==> src/rtl/inverse_tone_mapping.sv <==
// Re-expands a (W-2)-bit tone-mapped pixel stream to the W-bit linear range
// using per-frame min/max anchors: data_o = min + floor(d*(max-min)/255).
module inverse_tone_mapping #(
  parameter int W   = 10,
  parameter int LAT = 4
) (
  input  logic           clk,
  input  logic           reset_n,
  input  logic           sop,
  input  logic           eop,
  input  logic           valid,
  input  logic [W-3:0]   data,
  input  logic [W-1:0]   min_i,
  input  logic [W-1:0]   max_i,
  output logic [W-1:0]   data_o,
  output logic           sop_o,
  output logic           eop_o,
  output logic           valid_o,
  output logic           frame_err,
  output logic [23:0]    pix_cnt
);

  typedef enum logic {IDLE, ACTIVE} state_t;

  localparam logic [2*W-3:0] DIV = (2*W-2)'(255);

  state_t r_state, w_state_nxt;
  logic   w_acc, w_err, w_sop_acc, w_eop_acc;

  logic [W-1:0]   r_min, r_rng, w_rng_new, w_min_eff, w_rng_eff;
  logic [23:0]    r_cnt, w_cnt_nxt;

  logic [LAT:1]   r_vld, r_sop, r_eop;
  logic [LAT-1:1][23:0] r_cnt_pipe;

  logic [W-3:0]   r_d1;
  logic [W-1:0]   r_min1, r_rng1, r_min2, w_res;
  logic [2*W-3:0] r_p2;

  always_comb begin
    w_state_nxt = r_state;
    w_acc       = 1'b0;
    w_err       = 1'b0;
    case (r_state)
      IDLE: if (valid) begin
        if (sop) begin
          w_acc       = 1'b1;
          w_state_nxt = eop ? IDLE : ACTIVE;
        end else begin
          w_err = 1'b1;
        end
      end
      ACTIVE: if (valid) begin
        w_acc = 1'b1;
        w_err = sop;
        if (eop) w_state_nxt = IDLE;
      end
      default: w_state_nxt = IDLE;
    endcase
  end

  assign w_sop_acc = w_acc & sop;
  assign w_eop_acc = w_acc & eop;
  assign w_rng_new = (max_i > min_i) ? (max_i - min_i) : '0;
  // The sop beat itself must already see the new anchors.
  assign w_min_eff = sop ? min_i : r_min;
  assign w_rng_eff = sop ? w_rng_new : r_rng;
  assign w_cnt_nxt = sop ? 24'd1 : ((r_cnt == '1) ? r_cnt : r_cnt + 24'd1);

  // Constant divide; the result is <= range, so it always fits in W bits.
  assign w_res = r_min2 + W'(r_p2 / DIV);

  assign valid_o = r_vld[LAT];
  assign sop_o   = r_sop[LAT];
  assign eop_o   = r_eop[LAT];

  always_ff @(posedge clk or negedge reset_n) begin
    if (!reset_n) begin
      r_state    <= IDLE;
      r_min      <= '0;
      r_rng      <= '0;
      r_cnt      <= '0;
      r_vld      <= '0;
      r_sop      <= '0;
      r_eop      <= '0;
      r_cnt_pipe <= '0;
      r_d1       <= '0;
      r_min1     <= '0;
      r_rng1     <= '0;
      r_min2     <= '0;
      r_p2       <= '0;
      frame_err  <= 1'b0;
      pix_cnt    <= '0;
    end else begin
      r_state   <= w_state_nxt;
      frame_err <= w_err;
      if (w_sop_acc) begin
        r_min <= min_i;
        r_rng <= w_rng_new;
      end
      if (w_acc) begin
        r_cnt  <= w_cnt_nxt;
        r_d1   <= data;
        r_min1 <= w_min_eff;
        r_rng1 <= w_rng_eff;
      end
      r_vld[1]      <= w_acc;
      r_sop[1]      <= w_sop_acc;
      r_eop[1]      <= w_eop_acc;
      r_cnt_pipe[1] <= w_cnt_nxt;
      for (int k = 2; k <= LAT; k++) begin
        r_vld[k] <= r_vld[k-1];
        r_sop[k] <= r_sop[k-1];
        r_eop[k] <= r_eop[k-1];
      end
      for (int k = 2; k <= LAT-1; k++) r_cnt_pipe[k] <= r_cnt_pipe[k-1];
      r_p2   <= {{W{1'b0}}, r_d1} * {{(W-2){1'b0}}, r_rng1};
      r_min2 <= r_min1;
      // Count lands on the same edge that presents eop_o.
      if (r_vld[LAT-1] && r_eop[LAT-1]) pix_cnt <= r_cnt_pipe[LAT-1];
    end
  end

  // data_o only moves with a valid output beat and holds otherwise.
  if (LAT == 3) begin : g_out3
    always_ff @(posedge clk or negedge reset_n) begin
      if (!reset_n)      data_o <= '0;
      else if (r_vld[2]) data_o <= w_res;
    end
  end else begin : g_outn
    logic [LAT-1:3][W-1:0] r_dly;
    always_ff @(posedge clk or negedge reset_n) begin
      if (!reset_n) begin
        r_dly  <= '0;
        data_o <= '0;
      end else begin
        r_dly[3] <= w_res;
        for (int k = 4; k <= LAT-1; k++) r_dly[k] <= r_dly[k-1];
        if (r_vld[LAT-1]) data_o <= r_dly[LAT-1];
      end
    end
  end

endmodule

==> config.mk <==
export PLATFORM = sky130hd
export DESIGN_NAME = inverse_tone_mapping
export DESIGN_NICKNAME = d
export VERILOG_FILES = /design/src/rtl/inverse_tone_mapping.sv
export SDC_FILE = /design/constraint.sdc
export NUM_CORES = 1
export LEC_CHECK = 0
export CAP_MARGIN = 10
export CORE_MARGIN = 2
export CORE_UTILIZATION = 35
export DETAILED_ROUTE_END_ITERATION = 8
export HOLD_SLACK_MARGIN = 0.1
export PLACE_DENSITY_LB_ADDON = 0.08
export SETUP_SLACK_MARGIN = 0.05
export SLEW_MARGIN = 20
export SYNTH_ARGS = -nofsm -noshare
export SYNTH_HDL_FRONTEND = slang
export SYNTH_SLANG_ARGS = --single-unit
==> constraint.sdc <==
create_clock -name clk -period 11.3 [get_ports clk]
set_clock_uncertainty 0.05 [all_clocks]
set_input_delay 3.39 -clock clk [delete_from_list [all_inputs] [get_ports clk]]
set_output_delay 3.39 -clock clk [all_outputs]
set_load 0.05 [all_outputs]
; ---- After elaboration in Yosys (flattened, before gate mapping)
; Cells that the tools add are included.
[totals]
register_bits = 230
latch_bits = 0
ramBits = 0
romBits = 0
input_bits = 33
word_cells = 48
n_memories = 0
[classes]
add_sub_neg = 3
multipliers = 1
div = 1
magnitude_cmp = 1
n_eq_ne = 1
shift = 0
mux = 18
bitwise_logic = 3
n_reduce_logical = 1
[op_table]
columns = op, count
row1 = $mux W24, 2
row2 = $mux W10, 3
row3 = $add A24 B1 Y24 const B, 1
row4 = $eq A24 B24 Y1 const B, 1
row5 = $div A18 B8 Y18 const B, 1
row6 = $mul A8 B10 Y18, 1
row7 = $add A10 B10 Y10, 1
row8 = $gt A10 B10 Y1, 1
row9 = $mux W1, 10
row10 = $sub A10 B10 Y10, 1
row11 = $pmux W1 S2, 3
row12 = $and A1 B1 Y1, 2
row13 = $logic_and A1 B1 Y1, 1
row14 = $not A1 Y1, 1

; ---- Longest topological paths before layout
[logic_depth]
depth_word = 4
mapped_depth = 38
ltp_nobuf = 33

; ---- Least setup slack after synthesis
; No wires, ideal clock.
[synth_timing]
path_type = register to register
startpoint = register r_p2[11]
endpoint = register g_outn.r_dly[8] (netlist bit)
setup_time_ns = 0.123
arrival_time_ns = 7.584
required_ns = 11.127
setup_slack_ns = 3.543
path_stages_with_launch = 39
n_path_buf = 5
period_less_slack_ns = 7.757
path_cell_list = dfrtp_1 buf_4 nand4_2 buf_6 o2111a_1 o211ai_1 o221a_2 nor4_1 or4b_1 buf_2 a311oi_4 mux2i_1 buf_6 nor4_1 or3b_1 buf_2 or4_1 o21ai_4 [... 3 more ...] nor2_1 ha_1 and3_1 o211ai_2 o211ai_2 o32a_1 o211ai_2 ha_1 inv_1 fa_1 inv_1 a21oi_1 o21bai_1 a21oi_1 o21bai_1 a21o_1 a21oi_1 xnor2_1
[synth_via]
elab_chain_len = 2
[synth_rtl]
columns = item, line
row1 = "start, declared", 38  ; logic [2*W-3:0] r_p2;
row2 = "start signal, assigned", 117  ; r_p2 <= {{W{1'b0}}, r_d1} * {{(W-2){1'b0}}, r_rng1};
row3 = $div A18 B8 Y18, 71  ; assign w_res = r_min2 + W'(r_p2 / DIV);
row4 = $add A10 B10 Y10, 71
row5 = net w_res[8], 37  ; logic [W-1:0] r_min1, r_rng1, r_min2, w_res;
row6 = "end, declared", 131  ; logic [LAT-1:3][W-1:0] r_dly;
; The timed path passes the listed nets, and every way through them passes these cells.
; A chain may end at the register's enable or synchronous reset.

; ---- Worst setup path in the final report
[layout_timing]
startpoint = register r_p2[10]
endpoint = register g_outn.r_dly[9] (netlist bit)
; The elaborated chain is that of the path after synthesis.

==> flow_metrics.env <==
export IMPL_finalSetupTns_ns=0
export IMPL_start_util=0.357
export IMPL_clockRootBuffer="clkbuf_16"
export IMPL_yosysUniqueCellTypes=89
export IMPL_cp_data_arrival_time_ns=9.75
export IMPL_synth_area_per_cell_um2=10.4
export IMPL_nFillCells=3689
export IMPL_nets=1481
export IMPL_dpl_cell_area_mm2=0.0146
export IMPL_crit_path_end_kind="register"
export IMPL_drt_iter0_drc=479
export IMPL_antenna_found_initial=0
export IMPL_dpl_cell_count=1823
export IMPL_critPathTopFamily="simple AND/OR/NAND/NOR gates"
export IMPL_grt_start_max_net_pins=106
export IMPL_dr_pass1_iters=5
export IMPL_hold_start="r_cnt_pipe[42]"
export IMPL_synth_seq_cells=230
export IMPL_setup_slack_ns=1.96
export IMPL_finalPower_mw=3.37
export IMPL_synth_top_flop_cell="dfrtp_1"
export IMPL_cts_tree="built"
export IMPL_final_min_clock_period_ns=9.34
export IMPL_post_cts_resized=0
export IMPL_via_per_inst=4.94
export IMPL_grt_pass1_wl_um=50100
export IMPL_clkTransAtPathRegs_ns=0.06
export IMPL_holdPathEnd="r_cnt_pipe[66]"
export IMPL_detail_route_wl_per_cell_um=15.9
export IMPL_dp_hpwl_um=21700
export IMPL_fmax_mhz=107
export IMPL_timing_final_crit_share=0.827
export IMPL_die_area_mm2=0.0401
export IMPL_drt_total_wl_um=29700
export IMPL_final_cells=1869
export IMPL_powerDensity_mw_per_mm2=218
export IMPL_worst_pin_slew_ns=0.900
export IMPL_hold_violations=0
export IMPL_ctsHoldBuffers=0
export IMPL_final_area_mm2=0.0154
export IMPL_dp_slack_ns=1.99
export IMPL_rrSetupSlack_ns=1.96
export IMPL_multiInputGateArea_mm2=0.00709
export IMPL_path_common_cell="a21oi_1"
export IMPL_r2r_start="r_p2[10]"
export IMPL_crit_type="register to register"
export IMPL_holdWs_ns=0.296
export IMPL_setup_viol=0
export IMPL_post_cts_buffers=0
export IMPL_syn_area_mm2=0.0135
export IMPL_io_buffers=70
export IMPL_seq_area_frac_synth=0.427
export IMPL_cp_slowest_cell="mux2i_1"
export IMPL_final_cell_mix="dfrtp_1 (230), nand2_1 (157), inv_1 (94)"
export IMPL_drv_cap=0
export IMPL_grt_overflow=0
export IMPL_synth_edf_count=0
export IMPL_cp_depth=32
export IMPL_synthesis_instances=1300
export IMPL_drive_gt1_frac=0.104
export IMPL_regArea_mm2=0.00576
export IMPL_ff2ff_path_depth=32
export IMPL_die_x_um=200
export IMPL_critical_path_startpoint_type="register"
export IMPL_async_reset_ff_frac=1.00
export IMPL_rsz0062_at_grt="no"
export IMPL_max_stage_delay_ns=0.81
export IMPL_crit_buf_inv=0
export IMPL_vias=9230
export IMPL_drcViolationCount=0
export IMPL_gp_congestion=0.804
export IMPL_utilization=0.409
export IMPL_coreArea_mm2=0.0378
export IMPL_grt_pass1_vias=9250
export IMPL_worstSkewPairLatency_ns=0.54
export IMPL_relSlewSlack=0.383
export IMPL_syn_nets=1442
export IMPL_r2r_end="g_outn.r_dly[9]"
export IMPL_htree_levels=1
export IMPL_slew_viol_final=0
export IMPL_status="finished, final reports clean"
export IMPL_diodes=0
export IMPL_cts_sinks=230
export IMPL_cts_buffers=25
export IMPL_cts_buffer_depth=3
export IMPL_ys_warn_count=0
export IMPL_fp_dieH_um=200
export IMPL_max_vdd_ir_drop_mv=0.109
export IMPL_hold_class="register to register"
export IMPL_critPathMaxFanout=12
export IMPL_rows=71
export IMPL_p_leak_nw=7.09
export IMPL_layout_commonest_cell="dfrtp_1"
export IMPL_ant_nets=0
export IMPL_area_growth_pct=14.7
export IMPL_ioPinCount=71
export IMPL_whs_path_depth=0
export IMPL_grt_usage=0.151
export IMPL_worst_ep_required_time_ns=11.71
## registers in the layout, indices dropped and copies added, names as in the netlist
signal / count
data_o: 10
r_state: 1
r_d1: 8
frame_err: 1
r_min2: 10
r_vld: 4
r_cnt: 24
r_cnt_pipe: 72
r_min1: 10
r_sop: 4
r_eop: 4
g_outn.r_dly: 10
r_min: 10
r_rng: 10
r_rng1: 10
pix_cnt: 24
r_p2: 18
## cell families (layout without fill, tap and decap cells)
group	Yosys count	count (layout)	share of synthesized area
AOI/OAI and AO/OA	263	263	0.145
xor gates and xnor gates	74	74	0.0487
adders and majority gates	110	110	0.130
buffers and inverters	157	215	0.0469
DFF	230	230	0.427
muxes	63	63	0.0517
and+or+nand+nor	403	403	0.151
## cells in the mapped netlist, types with 12 or more instances
| cell | count | share of area |
|---|---|---|
| nor2b_1 | 15 | 0.0070 |
| nand4_1 | 13 | 0.0060 |
| and2_1 | 48 | 0.022 |
| ha_1 | 59 | 0.055 |
| nand2_1 | 158 | 0.044 |
| dfrtp_1 | 230 | 0.43 |
| inv_1 | 94 | 0.026 |
| a31oi_1 | 13 | 0.0060 |
| a21oi_1 | 38 | 0.014 |
| nand3_1 | 26 | 0.0097 |
| clkbuf_1 | 44 | 0.012 |
| fa_1 | 50 | 0.074 |
| nor4_1 | 12 | 0.0056 |
| nor2_1 | 56 | 0.016 |
| mux2i_1 | 14 | 0.010 |
| mux2_2 | 48 | 0.040 |
| xnor2_1 | 37 | 0.024 |
| nor3_1 | 16 | 0.0059 |
| and3_1 | 13 | 0.0060 |
| o21ai_0 | 63 | 0.023 |
| o31ai_1 | 26 | 0.014 |
| a21o_1 | 17 | 0.0095 |
| xor2_1 | 36 | 0.023 |
## area by class of cell
cell class / count / area share
clock buffer: 35 / 0.0462
clock inverter: 11 / 0.0100
inverter: 94 / 0.0228
multi-input combinational: 913 / 0.459
sequential: 230 / 0.373
tap: 511 / 0.0414
timing repair buffer: 75 / 0.0478
## where the power goes
group          switching, mW  internal (mW)
clock                  0.339          0.512
combinational          0.872          0.559
sequential             0.145          0.943
## worst max path at each step
stage | start | endpoint | slack, ns
4_1_cts | r_p2[10] | g_outn.r_dly[9] | 2.00
2_1_floorplan | r_p2[11] | g_outn.r_dly[8] | 3.54
6_report | r_p2[10] | g_outn.r_dly[9] | 1.96
3_3_place_gp | r_p2[9] | g_outn.r_dly[8] | 2.34
5_1_grt | r_p2[10] | g_outn.r_dly[8] | 1.24
3_5_place_dp | r_p2[10] | g_outn.r_dly[9] | 1.99
## metal layers
layer,track usage,wire [um]
met2,0.235,13000
met5,0,0
met1,0.224,15300
met4,0.0336,469
met3,0.0194,936
(Power assumes the default switching activity.)
